<file path="config.mk">
export PLATFORM = sky130hd
export DESIGN_NAME = axi4_write_slave
export DESIGN_NICKNAME = d
export VERILOG_FILES = /design/src/rtl/axi4_write_slave.sv
export SDC_FILE = /design/constraint.sdc
export NUM_CORES = 1
export LEC_CHECK = 0
export BUFFER_PORTS_ARGS = -buffer_cell sky130_fd_sc_hd__clkbuf_2
export CAP_MARGIN = 10
export CORE_MARGIN = 2
export CORE_UTILIZATION = 45
export DETAILED_ROUTE_END_ITERATION = 16
export PLACE_DENSITY = 0.83
export SLEW_MARGIN = 0
export SYNTH_ARGS = -nofsm -noshare
export SYNTH_HDL_FRONTEND = slang
export SYNTH_SLANG_ARGS = --single-unit
</file>
<file path="constraint.sdc">
create_clock -name clk -period 2.6 [get_ports clk]
set_clock_uncertainty 0.2 [all_clocks]
set_input_delay 0.26 -clock clk [delete_from_list [all_inputs] [get_ports clk]]
set_output_delay 0.26 -clock clk [all_outputs]
set_load 0.02 [all_outputs]
</file>
<file path="src/rtl/axi4_write_slave.sv">
// AXI4 write-channel responder (AW/W/B) driving a word-addressed, byte-enabled memory write port.
// Latency: 1 cycle AW->W, 1 cycle last W->B, 1 cycle B->AW; bad bursts are drained and answered SLVERR.
module axi4_write_slave #(
    parameter int                            C_S_AXI_ADDR_WIDTH = 32,
    parameter int                            C_S_AXI_DATA_WIDTH = 32,
    parameter int                            C_MEM_ADDR_WIDTH   = 10,
    parameter logic [C_S_AXI_ADDR_WIDTH-1:0] C_BASE_ADDR        = '0
) (
    input  logic                          clk,
    input  logic                          reset_n,
    input  logic [C_S_AXI_ADDR_WIDTH-1:0] s_axi_awaddr,
    input  logic [7:0]                    s_axi_awlen,
    input  logic [2:0]                    s_axi_awsize,
    input  logic [1:0]                    s_axi_awburst,
    input  logic                          s_axi_awvalid,
    output logic                          s_axi_awready,
    input  logic [C_S_AXI_DATA_WIDTH-1:0] s_axi_wdata,
    input  logic [3:0]                    s_axi_wstrb,
    input  logic                          s_axi_wlast,
    input  logic                          s_axi_wvalid,
    output logic                          s_axi_wready,
    output logic [1:0]                    s_axi_bresp,
    output logic                          s_axi_bvalid,
    input  logic                          s_axi_bready,
    output logic                          mem_we,
    output logic [C_MEM_ADDR_WIDTH-1:0]   mem_addr,
    output logic [C_S_AXI_DATA_WIDTH-1:0] mem_wdata,
    output logic [3:0]                    mem_wstrb,
    output logic [15:0]                   o_burst_cnt
);

    localparam logic [32:0] MEM_BYTES = 33'd4 << C_MEM_ADDR_WIDTH;

    typedef enum logic [2:0] {
        IDLE   = 3'b001,
        W_DATA = 3'b010,
        B_RESP = 3'b100
    } state_t;

    state_t                      state;
    logic [7:0]                  r_len;
    logic [7:0]                  beat_cnt;
    logic                        r_err;
    logic                        r_err_aw;
    logic                        r_incr;
    logic [C_MEM_ADDR_WIDTH-1:0] word_addr;

    logic [32:0] aw_off;
    logic [32:0] aw_end;
    logic        aw_bad;
    logic        aw_hs;
    logic        w_hs;
    logic        b_hs;
    logic        last_beat;
    logic        wlast_bad;

    // 33-bit offset/end so neither a high awaddr nor a long burst can wrap past the size check
    always_comb begin
        aw_off = {1'b0, s_axi_awaddr} - {1'b0, C_BASE_ADDR};
        aw_end = aw_off + ((33'(s_axi_awlen) + 33'd1) << 2);
        aw_bad = (s_axi_awsize != 3'b010)
               | s_axi_awburst[1]
               | (s_axi_awaddr[1:0] != 2'b00)
               | (s_axi_awaddr < C_BASE_ADDR)
               | (aw_end > MEM_BYTES);
    end

    assign aw_hs     = s_axi_awvalid & s_axi_awready;
    assign w_hs      = s_axi_wvalid & s_axi_wready;
    assign b_hs      = s_axi_bvalid & s_axi_bready;
    assign last_beat = (beat_cnt == r_len);
    assign wlast_bad = (s_axi_wlast != last_beat);

    assign mem_we    = w_hs & ~r_err_aw;
    assign mem_addr  = word_addr;
    assign mem_wdata = s_axi_wdata;
    assign mem_wstrb = s_axi_wstrb;

    always_ff @(posedge clk or negedge reset_n) begin
        if (!reset_n) begin
            state         <= IDLE;
            s_axi_awready <= 1'b0;
            s_axi_wready  <= 1'b0;
            s_axi_bvalid  <= 1'b0;
            s_axi_bresp   <= 2'b00;
            r_len         <= '0;
            beat_cnt      <= '0;
            r_err         <= 1'b0;
            r_err_aw      <= 1'b0;
            r_incr        <= 1'b0;
            word_addr     <= '0;
            o_burst_cnt   <= '0;
        end else begin
            unique case (state)
                IDLE: begin
                    s_axi_awready <= 1'b1;
                    if (aw_hs) begin
                        state         <= W_DATA;
                        s_axi_awready <= 1'b0;
                        s_axi_wready  <= 1'b1;
                        r_len         <= s_axi_awlen;
                        beat_cnt      <= '0;
                        r_err         <= aw_bad;
                        r_err_aw      <= aw_bad;
                        r_incr        <= (s_axi_awburst == 2'b01);
                        word_addr     <= aw_off[C_MEM_ADDR_WIDTH+1:2];
                    end
                end
                W_DATA: begin
                    if (w_hs) begin
                        beat_cnt <= beat_cnt + 8'd1;
                        if (r_incr) begin
                            word_addr <= word_addr + 1'b1;
                        end
                        if (wlast_bad) begin
                            r_err <= 1'b1;
                        end
                        // awlen alone ends the burst; wlast only feeds the error flag
                        if (last_beat) begin
                            state        <= B_RESP;
                            s_axi_wready <= 1'b0;
                            s_axi_bvalid <= 1'b1;
                            s_axi_bresp  <= (r_err | wlast_bad) ? 2'b10 : 2'b00;
                        end
                    end
                end
                B_RESP: begin
                    if (b_hs) begin
                        state         <= IDLE;
                        s_axi_bvalid  <= 1'b0;
                        s_axi_bresp   <= 2'b00;
                        s_axi_awready <= 1'b1;
                        o_burst_cnt   <= o_burst_cnt + 16'd1;
                    end
                end
                default: begin
                    state         <= IDLE;
                    s_axi_awready <= 1'b0;
                    s_axi_wready  <= 1'b0;
                    s_axi_bvalid  <= 1'b0;
                    s_axi_bresp   <= 2'b00;
                end
            endcase
        end
    end

endmodule

</file>
==> implementation parameters, run 1 <==
Parameter                              Value

Synthesis
  Compound-Gate Fraction of Synth Area    0.1817
  Synth Area in XOR/XNOR    0.08569
  Number of synthesis warnings    0
  Count of flip-flops with a built-in enable after synthesis    0
  Cell Area, Synth    3986 um^2
  Dominant combinational cell family by area after synthesis    simple AND/OR/NAND/NOR gates
  Post-synth top area cell    sky130_fd_sc_hd__dfrtp_1
  Most used flip-flop cell after synthesis    sky130_fd_sc_hd__dfrtp_1
  List of most frequent post-synthesis cells    sky130_fd_sc_hd__nand2_1 (55), sky130_fd_sc_hd__dfrtp_1 (51), sky130_fd_sc_hd__a21oi_1 (40)
  Most frequent cell after synthesis    sky130_fd_sc_hd__nand2_1
  Share of the synthesized area in the top cell type    0.3202
  Mapped Avg Cell Area    8.464 um^2
  Multiplexer share of the synthesized area    0.03861
  Flops & latches, synth    52
  Mapped Nets    572
  Cell count after synthesis    471
  Share of synthesized flip-flops with an asynchronous set or reset    1.000
  Sequential-to-total area share from yosys stat    0.3267
  Count of cell types in the netlist    62
  Arithmetic-cell share of the synthesized area counting full adders, half adders and majority gates    0.04583
  Simple-gate share of the synthesized area    0.2216
  Top area cells in the synthesized netlist    sky130_fd_sc_hd__dfrtp_1 (32%), sky130_fd_sc_hd__buf_4 (7.2%), sky130_fd_sc_hd__xnor2_1 (6.4%), sky130_fd_sc_hd__nand2_1 (5.2%), sky130_fd_sc_hd__a21oi_1 (5.0%)

Finish
  Number of nets in the layout    670
  Layout area overhead    23.41%
  Number of standard cells in the layout, taps in and fillers out    678
  Final std cell area, no fill    4920 um^2
  Share of cells above drive strength 1    0.3298
  Antenna cells    0

Global route
  Initial antenna violation count    0
  Global router's overall resource usage    0.2152
  Maximum number of pins on one net before global-route repair    53
  Global route overflow    0
  Vias in the first global route    3,657
  First-pass GRT wire length    17,190 um

Detailed routing
  Remaining routing DRC violations    0
  Violation count after the first detailed-routing iteration    246
  Vias post-DR    3,917
  Per-cell via count in the routed design    5.777
  Overall routed net length    10,770 um
  Post-DR wirelength/cell    15.89 um
  Routed Antenna Nets    0
  First-pass detailed-route iteration total    5

Timing
  Setup repair after global routing missed its margin    yes
  Final Hold Vio Count    0
  Number of max-slew violations in the final report    0
  Min Tclk post-route    2.988 ns
  Slew at the pin with the worst max-slew slack    0.6391 ns
  Normalized max-slew margin    0.5739
  Final setup slack of the worst path    -0.3882 ns
  Fmax achieved    334.6 MHz
  Setup Viol. Count Final    2
  Post-route fraction of the period consumed by the critical path    1.149

Status
  Run status    complete, but fails checks
  Violations in the final reports    negative setup slack

Critical path
  Stage delay of the slowest cell on the critical path    0.36 ns
  Count of buffer and inverter cells on the critical path    1
  Required time reported for the critical path endpoint    2.60 ns
  Critical path peak fanout    6
  Setup crit end kind    flip-flop
  Dominant cell type by count on the critical path    sky130_fd_sc_hd__o2111a_1
  Library cell contributing the largest single delay on the critical path    sky130_fd_sc_hd__o311a_1
  Kind of start point of the critical path    primary input
  CP top delay family    compound AO/OA/AOI/OAI gates
  Worst path arrival time    2.99 ns
  Start-to-end type of the worst setup path    primary input to flip-flop
  Cells traversed along the worst timing path    buf_8, and3_4, nand3_4, or2_4, xnor2_4, ha_4, nand2_4, o311a_1, a21o_4, o31ai_2, o2111a_1, o2111a_1, nor4bb_4, nor2_1

Clock tree
  Total number of clock tree sinks    52
  TritonCTS clock tree    yes
  Clock transition at path regs    0.10 ns
  H-tree levels    2
  Clk Latency, worst-skew pair    0.31 ns
  Longest Clk Path Bufs    2
  Cell at the root of the clock tree    sky130_fd_sc_hd__clkbuf_8
  Cts bufs inserted    5

Place
  Detail Placement HPWL    8309 um
  Placed instance area    4621 um^2
  Placer's final routability congestion estimate    0.9772
  Number of buffer cells added on primary ports    81
  Cells after DPL    664
  Setup slack at placement    -0.7791 ns

Floorplanning
  Total die area    9628 um^2
  Cell row count    34
  Initial Util    0.4616
  Die W    98.12 um
  Vertical extent of the die    98.12 um
  I/O pin count    155
  Core ar.    8636 um^2

Power
  Pwr dens    646.8 nW/um^2
  Power, Total    3.182 mW
  Worst VDD drop    307.7 uV
  Static leakage    2.246 nW

Hold path
  Min-Delay Path Class    primary input to flip-flop

Flow run
  Max_cap viols    0
==> worst paths after layout <==
kind	start	end	slack (ns)	cells after the start
hold reg to reg	o_burst_cnt[12]$_DFFE_PN0P_	o_burst_cnt[12]$_DFFE_PN0P_	0.29	1
hold / removal	s_axi_awburst[0]	r_incr$_DFFE_PN0P_	0.01	3
setup / recovery	s_axi_awlen[0]	r_err$_DFFE_PN0P_	-0.39	14
setup reg to reg	state[0]$_DFFE_PN1P_	r_err$_DFFE_PN0P_	0.12	8
max in group asynchronous	reset_n	o_burst_cnt[8]$_DFFE_PN0P_	1.38	3
min in group asynchronous	reset_n	mem_addr[7]$_DFFE_PN0P_	0.38	3
==> through the flow <==
step	hold WS, ns	utilization	setup TNS (ns)
global route	0.02653	0.5697	-1.038
detailed placement	0.2135	0.5351	-1.554
CTS	0.009188	0.5565	-0.6509
global placement	0.2052	0.5351	-1.538
finish	0.01163	0.5697	-0.7686
floorplan	-0.2356	-	-0.7813
==> what timing repair did <==
action,4_1_cts,5_1_grt
buffers inserted,2,3
resized for setup,9,20
endpoints found under the setup margin,2,5
pin swaps,10,15
hold buffers,1,0
endpoints found under the hold margin,51,0
==> cell type report <==
cell class / instances / area, um^2
Inverter: 14 / 53.80
Fill cell: 746 / 3716
Sequential cell: 52 / 1303
Multi-Input combinational cell: 354 / 2436
Clock inverter: 3 / 27.53
Timing Repair Buffer: 142 / 895.9
Tap cell: 108 / 135.1
Clock buffer: 5 / 68.82
==> power breakdown <==
| part | total (mW) | internal, mW | leakage [nW] | switching, mW |
|---|---|---|---|---|
| registers | 1.23 | 1.02 | 0.663 | 0.210 |
| logic | 1.47 | 0.641 | 1.54 | 0.825 |
| clock network | 0.491 | 0.198 | 0.0463 | 0.292 |
| total | 3.18 | 1.85 | 2.25 | 1.33 |
==> placed cells by master, fill, tap and decap left out, types with 4 or more instances in the layout <==
cell	n
sky130_fd_sc_hd__xnor2_1	28
sky130_fd_sc_hd__or3_1	4
sky130_fd_sc_hd__xor2_1	10
sky130_fd_sc_hd__dfrtp_1	51
sky130_fd_sc_hd__o22ai_1	6
sky130_fd_sc_hd__clkbuf_8	5
sky130_fd_sc_hd__and2_1	8
sky130_fd_sc_hd__buf_4	59
sky130_fd_sc_hd__ha_1	9
sky130_fd_sc_hd__clkbuf_2	78
sky130_fd_sc_hd__a211oi_1	4
sky130_fd_sc_hd__and3_1	12
sky130_fd_sc_hd__nand2_1	53
sky130_fd_sc_hd__mux2_2	11
sky130_fd_sc_hd__nor3_1	7
sky130_fd_sc_hd__a21oi_1	37
sky130_fd_sc_hd__o21ai_0	23
sky130_fd_sc_hd__and4_1	4
sky130_fd_sc_hd__nand4_1	10
sky130_fd_sc_hd__nand3_1	22
sky130_fd_sc_hd__inv_1	13
sky130_fd_sc_hd__nor2_1	27
==> flip-flops by register name, indices dropped and copies added, names as in the netlist <==
name	cells
s_axi_wready	1
o_burst_cnt	16
r_err_aw	1
beat_cnt	8
state	3
s_axi_bvalid	1
r_incr	1
r_len	8
s_axi_bresp	1
r_err	1
s_axi_awready	1
mem_addr	10
==> cells by family after synthesis <==
kind of cell / count (synthesis)
other: 1
AO/OA/AOI/OAI: 114
adder cells (fa/ha/maj): 14
buffers and inverters: 65
multiplexers: 14
AND/OR/NAND/NOR: 172
XOR/XNOR: 39
flip-flops: 52
==> tightest hold or removal path: cells and delay by family <==
kind	cells	cell delay (ns)
AO/OA/AOI/OAI	1	0.06
buffers and inverters	1	0.09
AND/OR/NAND/NOR	1	0.07
==> metal layers <==
metal | wire length (um) | track usage | up-vias
met5 | 0 | 0 | -
met4 | 297 | 0.08013 | 0
met3 | 644 | 0.03865 | 38
met2 | 5208 | 0.3583 | 158
met1 | 4621 | 0.2800 | 1867
li1 | - | - | 1854
Power figures use the tool's default switching activity.
==> inputs of run 2 (changes only) <==
CORE_UTILIZATION = 46   (was 45)
CTS_BUF_LIST = sky130_fd_sc_hd__clkbuf_4   (was default)
PLACE_DENSITY = 0.84   (was 0.83)
==> implementation parameters, run 2 (synthesis gave the netlist of run 1 again) <==
Parameter                              Value

Status
  Run status    complete, but fails checks
  Violations in the final reports    negative setup slack

Timing
  Setup repair after global routing missed its margin    yes
  Setup Viol. Count Final    2 (unchanged)
  Slew at the pin with the worst max-slew slack    0.7271 ns (+0.08801 ns)
  Fmax achieved    353.9 MHz (+5.8%)
  Min Tclk post-route    2.826 ns (-0.1627 ns)
  Final Hold Vio Count    0 (unchanged)
  Post-route fraction of the period consumed by the critical path    1.087 (-0.06257)
  Number of max-slew violations in the final report    0 (unchanged)
  Normalized max-slew margin    0.5153 (-0.05867)
  Final setup slack of the worst path    -0.2255 ns (+0.1627 ns)
  Final hold slack    0.007616 ns (-0.004017 ns)

Global route
  Maximum number of pins on one net before global-route repair    29 (-45%)
  Global router's overall resource usage    0.2216 (+0.006437)
  Vias in the first global route    3,776 (+3.3%)
  Global route overflow    0 (unchanged)
  Initial antenna violation count    0 (unchanged)
  First-pass GRT wire length    17,670 um (+2.8%)

Power
  Pwr dens    632.0 nW/um^2 (-2.3%)
  Power, Total    3.111 mW (-2.2%)
  Static leakage    2.242 nW (-0.21%)
  Worst VDD drop    289.3 uV (-6.0%)

Clock tree
  Cts bufs inserted    5 (unchanged)
  H-tree levels    2 (unchanged)
  Cell at the root of the clock tree    sky130_fd_sc_hd__clkbuf_4
  Longest Clk Path Bufs    2 (unchanged)
  Clock transition at path regs    0.15 ns (+0.05 ns)
  TritonCTS clock tree    yes
  Total number of clock tree sinks    52 (unchanged)
  Clk Latency, worst-skew pair    0.38 ns (+0.07 ns)

Detailed routing
  Overall routed net length    10,960 um (+1.8%)
  Violation count after the first detailed-routing iteration    198 (-20%)
  Remaining routing DRC violations    0 (unchanged)
  Sum of met3 wire segment lengths after detailed routing    796 um (+24%)
  Routed length on met1    4542 um (-1.7%)
  Post-DR wirelength/cell    16.27 um (+2.4%)
  Routed Antenna Nets    0 (unchanged)
  First-pass detailed-route iteration total    5 (unchanged)
  Vias post-DR    3,979 (+1.6%)
  Per-cell via count in the routed design    5.904 (+2.2%)
  Highest Signal Layer    met4
  Detailed route wirelength on metal2    5226 um (+0.35%)

Critical path
  Stage delay of the slowest cell on the critical path    0.40 ns (+0.04 ns)
  Kind of start point of the critical path    primary input
  Critical path peak fanout    6 (unchanged)
  Worst path arrival time    2.90 ns (-0.09 ns)
  Library cell contributing the largest single delay on the critical path    sky130_fd_sc_hd__ha_2
  Cells traversed along the worst timing path    buf_8, ha_4, nand3_4, nor2_4, xor2_1, ha_2, buf_4, o21ai_0, a221oi_1, o221ai_1, nor4_4, o22ai_2, nor4bb_4, nor2_1
  Required time reported for the critical path endpoint    2.68 ns (+0.08 ns)
  Setup crit end kind    flip-flop
  Start-to-end type of the worst setup path    primary input to flip-flop

Hold path
  Min-Delay Path Class    primary input to flip-flop

Place
  Detail Placement HPWL    8258 um (-0.62%)
  Placer's final routability congestion estimate    0.8949 (-8.4%)
  Number of buffer cells added on primary ports    81 (unchanged)

Flow run
  Max_cap viols    0 (unchanged)

Floorplanning
  Initial Util    0.4803 (+0.01872)
  Cell row count    33 (-2.9%)
  Vertical extent of the die    97.09 um (-1.0%)
  Total die area    9426 um^2 (-2.1%)
  Die W    97.09 um (-1.0%)
  Core ar.    8299 um^2 (-3.9%)
  I/O pin count    155 (unchanged)

Finish
  Register with the most flip-flops    o_burst_cnt
  Share of cells above drive strength 1    0.3269 (-0.002935)
  Max reg flops    16 (unchanged)
  Antenna cells    0 (unchanged)
  Layout area overhead    23.48% (about the same)
  Number of nets in the layout    669 (-0.15%)
  Highest-count cells in the layout ignoring fill and taps    sky130_fd_sc_hd__clkbuf_2 (77), sky130_fd_sc_hd__buf_4 (55), sky130_fd_sc_hd__nand2_1 (53), sky130_fd_sc_hd__dfrtp_1 (51), sky130_fd_sc_hd__a21oi_1 (34)
  Commonest non-fill, non-tap cell in the layout    sky130_fd_sc_hd__clkbuf_2
## run 2: where the power goes
part	leakage (nW)	switching, mW	internal, mW
Clock	0.0322	0.279	0.113
Combinational	1.55	0.835	0.650
Sequential	0.663	0.220	1.01
Total	2.24	1.33	1.78
## run 2: cell type report
cell class | instances | area, um^2
clock buffers | 5 | 37.54
clock inverters | 3 | 25.02
fillers | 693 | 3377
inverters | 14 | 53.80
multi-input cells | 354 | 2464
flip-flops and latches | 52 | 1303
well taps | 105 | 131.4
repair buffers | 141 | 908.4
## run 2: final timing paths
path | from | to | slack [ns] | cells past startpoint
max | s_axi_awlen[0] | r_err_aw$_DFFE_PN0P_ | -0.23 | 14
min in group asynchronous | reset_n | mem_addr[1]$_DFFE_PN0P_ | 0.24 | 2
max reg2reg | state[0]$_DFFE_PN1P_ | r_err_aw$_DFFE_PN0P_ | 0.13 | 8
min | s_axi_awburst[1] | r_incr$_DFFE_PN0P_ | 0.008 | 3
max in group asynchronous | reset_n | state[0]$_DFFE_PN1P_ | 1.31 | 3
min reg2reg | o_burst_cnt[15]$_DFFE_PN0P_ | o_burst_cnt[15]$_DFFE_PN0P_ | 0.29 | 1
## run 2: per-stage QoR
stage / instance area (um^2) / instances / TNS, ns / util / worst slack (ns)
finish: 4922 / 674 / -0.4506 / 0.5931 / -0.2255
global route: 4922 / 674 / -0.7577 / 0.5931 / -0.3868
CTS: 4780 / 670 / -0.3907 / 0.5759 / -0.2035
detailed placement: 4607 / 658 / -1.494 / 0.5551 / -0.7527
global placement: 4607 / 658 / -1.312 / 0.5551 / -0.6655
floorplan: 4021 / 471 / -0.7813 / - / -0.3979
## run 2: what timing repair did
action / CTS / global route
endpoints found under the hold margin: 29 / 0
pin swaps: 13 / 15
gates resized for setup: 13 / 21
endpoints found under the setup margin: 2 / 2
hold buffers: 3 / 0
buffers inserted: 1 / 4
## run 2: per-layer routing
layer  track usage  up-vias
met4       0.07476        0
met1        0.2875     1872
met3       0.04029       52
met5             0        -
li1              -     1854
met2        0.3734      201
## run 2: worst max-delay path, delay by kind of cell
kind                     cells  cell delay, ns
AO/OA/AOI/OAI                4            0.86
XOR/XNOR                     1            0.17
adder cells (fa/ha/maj)      2            0.56
buffers and inverters        2            0.27
AND/OR/NAND/NOR              5            0.77
==> inputs of run 3 (changes only) <==
ABC_AREA = 1   (was default)
CORE_UTILIZATION = 48   (was 46)
PLACE_DENSITY = 0.85   (was 0.84)
==> implementation parameters, run 3 <==
Parameter                              Value

Power
  Psw    0.5630 mW (-58%)
  Static leakage    3.009 nW (+34%)
  Worst VDD drop    188.4 uV (-35%)
  Internal Power    1.119 mW (-37%)
  Clock Power Share    0.239 (+0.113)
  Combinational group share of total power    0.279 (-0.198)
  Net Sw Frac    0.3348 (-0.09410)
  Sequential share of power    0.481 (+0.084)
  Power, Total    1.682 mW (-46%)
  Pwr dens    301.3 nW/um^2 (-52%)

Synthesis
  Count of cell types in the netlist    41 (-34%)
  List of most frequent post-synthesis cells    sky130_fd_sc_hd__nand2_1 (193), sky130_fd_sc_hd__inv_1 (95), sky130_fd_sc_hd__nand3_1 (60)
  Arithmetic-cell share of the synthesized area counting full adders, half adders and majority gates    0.04061 (-0.005214)
  Synth Area in XOR/XNOR    0.05063 (-0.03506)
  Multiplexer share of the synthesized area    0.002225 (-0.03638)
  Mapped Nets    780 (+36%)
  Flops & latches, synth    52 (unchanged)
  Post-synth top area cell    sky130_fd_sc_hd__dfrtp_1
  Count of flip-flops with a built-in enable after synthesis    0 (unchanged)
  Most frequent cell after synthesis    sky130_fd_sc_hd__nand2_1
  Share of the synthesized area in the top cell type    0.2837 (-0.03642)
  Share of synthesized flip-flops with an asynchronous set or reset    1.000 (unchanged)
  Top area cells in the synthesized netlist    sky130_fd_sc_hd__dfrtp_1 (28%), sky130_fd_sc_hd__nand2_1 (16%), sky130_fd_sc_hd__inv_1 (7.9%), sky130_fd_sc_hd__nand3_1 (6.7%), sky130_fd_sc_hd__buf_4 (6.2%)
  Mapped Avg Cell Area    6.625 um^2 (-22%)
  Cell count after synthesis    679 (+44%)
  Dominant combinational cell family by area after synthesis    simple AND/OR/NAND/NOR gates
  Compound-Gate Fraction of Synth Area    0.06592 (-0.1158)
  Cell Area, Synth    4498 um^2 (+13%)
  Simple-gate share of the synthesized area    0.3989 (+0.1773)
  Most used flip-flop cell after synthesis    sky130_fd_sc_hd__dfrtp_1
  Number of synthesis warnings    0 (unchanged)
  Sequential-to-total area share from yosys stat    0.2896 (-0.03717)

Finish
  Number of nets in the layout    880 (+32%)
  Max reg flops    16 (unchanged)
  Multi-input logic area    2825 um^2 (+15%)
  Antenna cells    0 (unchanged)
  Highest-count cells in the layout ignoring fill and taps    sky130_fd_sc_hd__nand2_1 (168), sky130_fd_sc_hd__inv_1 (92), sky130_fd_sc_hd__clkbuf_2 (78), sky130_fd_sc_hd__nand3_1 (53), sky130_fd_sc_hd__dfrtp_1 (51)
  Number of standard cells in the layout, taps in and fillers out    891 (+32%)
  Sequential cell area    1303 um^2 (unchanged)
  Filler cells    778 (+12%)
  Commonest non-fill, non-tap cell in the layout    sky130_fd_sc_hd__nand2_1
  Share of cells above drive strength 1    0.2974 (-0.02945)
  Register with the most flip-flops    o_burst_cnt
  Layout area overhead    24.09%

Critical path
  Required time reported for the critical path endpoint    2.71 ns (+0.03 ns)
  Setup slack of the most critical reg-to-reg path    0.30 ns (+0.17 ns)
  Worst path arrival time    2.65 ns (-0.25 ns)
  Critical path startpoint    s_axi_awaddr[5]
  Setup crit end kind    flip-flop
  R2r worst-path depth    8 (unchanged)
  Critical path peak fanout    5 (-1)
  Start-to-end type of the worst setup path    primary input to flip-flop
  RR Endpoint    mem_addr[6]$_DFFE_PN0P_
  Kind of start point of the critical path    primary input
  R2r startpoint    state[0]$_DFFE_PN1P_

Global route
  First-pass GRT wire length    18,950 um (+7.3%)
  Vias in the first global route    4,293 (+14%)
  Global route overflow    0 (unchanged)
  Initial antenna violation count    0 (unchanged)
  Maximum number of pins on one net before global-route repair    33 (+14%)
  Global router's overall resource usage    0.2307 (+0.009085)

Floorplanning
  Initial Util    0.4915 (+0.01113)
  Total die area    10,160 um^2 (+7.8%)
  Core ar.    9153 um^2 (+10%)
  Die W    100.8 um (+3.8%)
  Vertical extent of the die    100.8 um (+3.8%)
  Cell row count    35 (+6.1%)
  I/O pin count    155 (unchanged)

Detailed routing
  Routed Antenna Nets    0 (unchanged)
  Overall routed net length    12,680 um (+16%)
  First-pass detailed-route iteration total    8 (+3)
  Per-cell via count in the routed design    5.435 (-7.9%)
  Remaining routing DRC violations    0 (unchanged)
  Violation count after the first detailed-routing iteration    339 (+71%)
  Post-DR wirelength/cell    14.23 um (-13%)
  Vias post-DR    4,843 (+22%)

Clock tree
  Cell at the root of the clock tree    sky130_fd_sc_hd__clkbuf_4
  Clk Latency, worst-skew pair    0.40 ns (+0.02 ns)
  H-tree levels    2 (unchanged)
  Clock transition at path regs    0.17 ns (+0.02 ns)
  Longest Clk Path Bufs    2 (unchanged)
  Total number of clock tree sinks    52 (unchanged)
  Cts bufs inserted    5 (unchanged)
  TritonCTS clock tree    yes

Hold path
  Hold path endpoint    r_len[2]$_DFFE_PN0P_
  Hold path depth    4 (+1)
  Min-Delay Path Class    primary input to flip-flop
  Worst min-delay path startpoint    s_axi_awlen[2]

Timing
  Slew at the pin with the worst max-slew slack    0.8079 ns (+0.08083 ns)
  Setup Viol. Count Final    0 (-2)
  Post-route fraction of the period consumed by the critical path    0.9750 (-0.1118)
  Normalized max-slew margin    0.4614 (-0.05389)
  Number of max-slew violations in the final report    0 (unchanged)
  Setup repair after global routing missed its margin    yes
  Fmax achieved    394.5 MHz (+11%)
  Final Hold Vio Count    0 (unchanged)
  Min Tclk post-route    2.535 ns (-0.2906 ns)

Status
  Run status    completed

Place
  Placer's final routability congestion estimate    0.9822 (+9.8%)
  Cells after DPL    872 (+33%)
  Number of buffer cells added on primary ports    81 (unchanged)
  Detail Placement HPWL    9139 um (+11%)

Flow run
  Max_cap viols    0 (unchanged)
[run 3: worst max path at each step]
stage / end / slack [ns] / cells after the start
2_1_floorplan: r_err$_DFFE_PN0P_ / 0.03 / 20
3_3_place_gp: r_err$_DFFE_PN0P_ / -0.41 / 19
3_5_place_dp: r_err$_DFFE_PN0P_ / -0.48 / 19
4_1_cts: r_err$_DFFE_PN0P_ / 0.005 / 19
5_1_grt: r_err_aw$_DFFE_PN0P_ / -0.16 / 21
6_report: r_err_aw$_DFFE_PN0P_ / 0.07 / 16
[run 3: timing repair]
action / 4_1_cts / 5_1_grt
setup endpoints to repair: 2 / 2
resized for setup: 2 / 84
hold buffers: 9 / 1
pin swaps: 1 / 33
setup buffers: 0 / 1
endpoints found under the hold margin: 37 / 1
[run 3: logic make-up (layout without fill, tap and decap cells)]
| group | after synthesis | count (layout) |
|---|---|---|
| AND/OR/NAND/NOR | 387 | 387 |
| multiplexers | 1 | 1 |
| buffers and inverters | 144 | 245 |
| XOR/XNOR | 26 | 26 |
| flip-flops | 52 | 52 |
| AO/OA/AOI/OAI | 54 | 54 |
| other | 1 | 1 |
| adder cells (fa/ha/maj) | 14 | 14 |
[run 3: metal layers]
metal,up-vias,GRT usage,wire length (um)
met5,-,0,0
met4,0,0.06428,425
met3,44,0.03051,727
met2,201,0.4072,6359
met1,2263,0.2949,5166
li1,2335,-,-
[run 3: cell type report]
class / count / area share
clock buffers: 5 / 0.006725
clock inverters: 3 / 0.004707
inverters: 102 / 0.06904
multi-input cells: 483 / 0.5062
flip-flops and latches: 52 / 0.2334
well taps: 111 / 0.02488
repair buffers: 135 / 0.1551
[run 3: metrics by stage]
stage                 util  hold WS (ns)  TNS, ns  setup WS (ns)  instance area [um^2]
floorplan                -       -0.2356        0        0.02662                  4516
global placement    0.5556        0.1779  -0.8231        -0.4149                  5085
detailed placement  0.5556        0.1847  -0.9498        -0.4774                  5085
CTS                 0.5732      0.008021        0       0.005455                  5246
global route        0.6098       0.03183  -0.3029        -0.1551                  5582
finish              0.6098       0.02321        0        0.06505                  5582
[run 3: power by group through the flow]
stage	Sequential, mW	Combinational [mW]	Clock [mW]
global placement	0.824	0.366	0
floorplan	0.824	0.268	0
finish	0.809	0.470	0.403
detailed placement	0.824	0.370	0
CTS	0.809	0.383	0.402
global route	0.810	0.511	0.440
[run 3: worst max-delay path: stages]
cell and delay, ns:
sky130_fd_sc_hd__dlygate4sd3_1 0.56, sky130_fd_sc_hd__clkbuf_2 0.14, sky130_fd_sc_hd__ha_2 0.37, sky130_fd_sc_hd__inv_1 0.06
sky130_fd_sc_hd__nand2_1 0.09, sky130_fd_sc_hd__nand3_1 0.10, sky130_fd_sc_hd__nand2_1 0.17, sky130_fd_sc_hd__nand2_1 0.09
sky130_fd_sc_hd__nand2_2 0.13, sky130_fd_sc_hd__nand2_1 0.08, sky130_fd_sc_hd__nand2_1 0.06, sky130_fd_sc_hd__nand4_1 0.09
sky130_fd_sc_hd__nor2_1 0.10, sky130_fd_sc_hd__nand3_1 0.12, sky130_fd_sc_hd__nor2_2 0.15, sky130_fd_sc_hd__a21oi_1 0.08
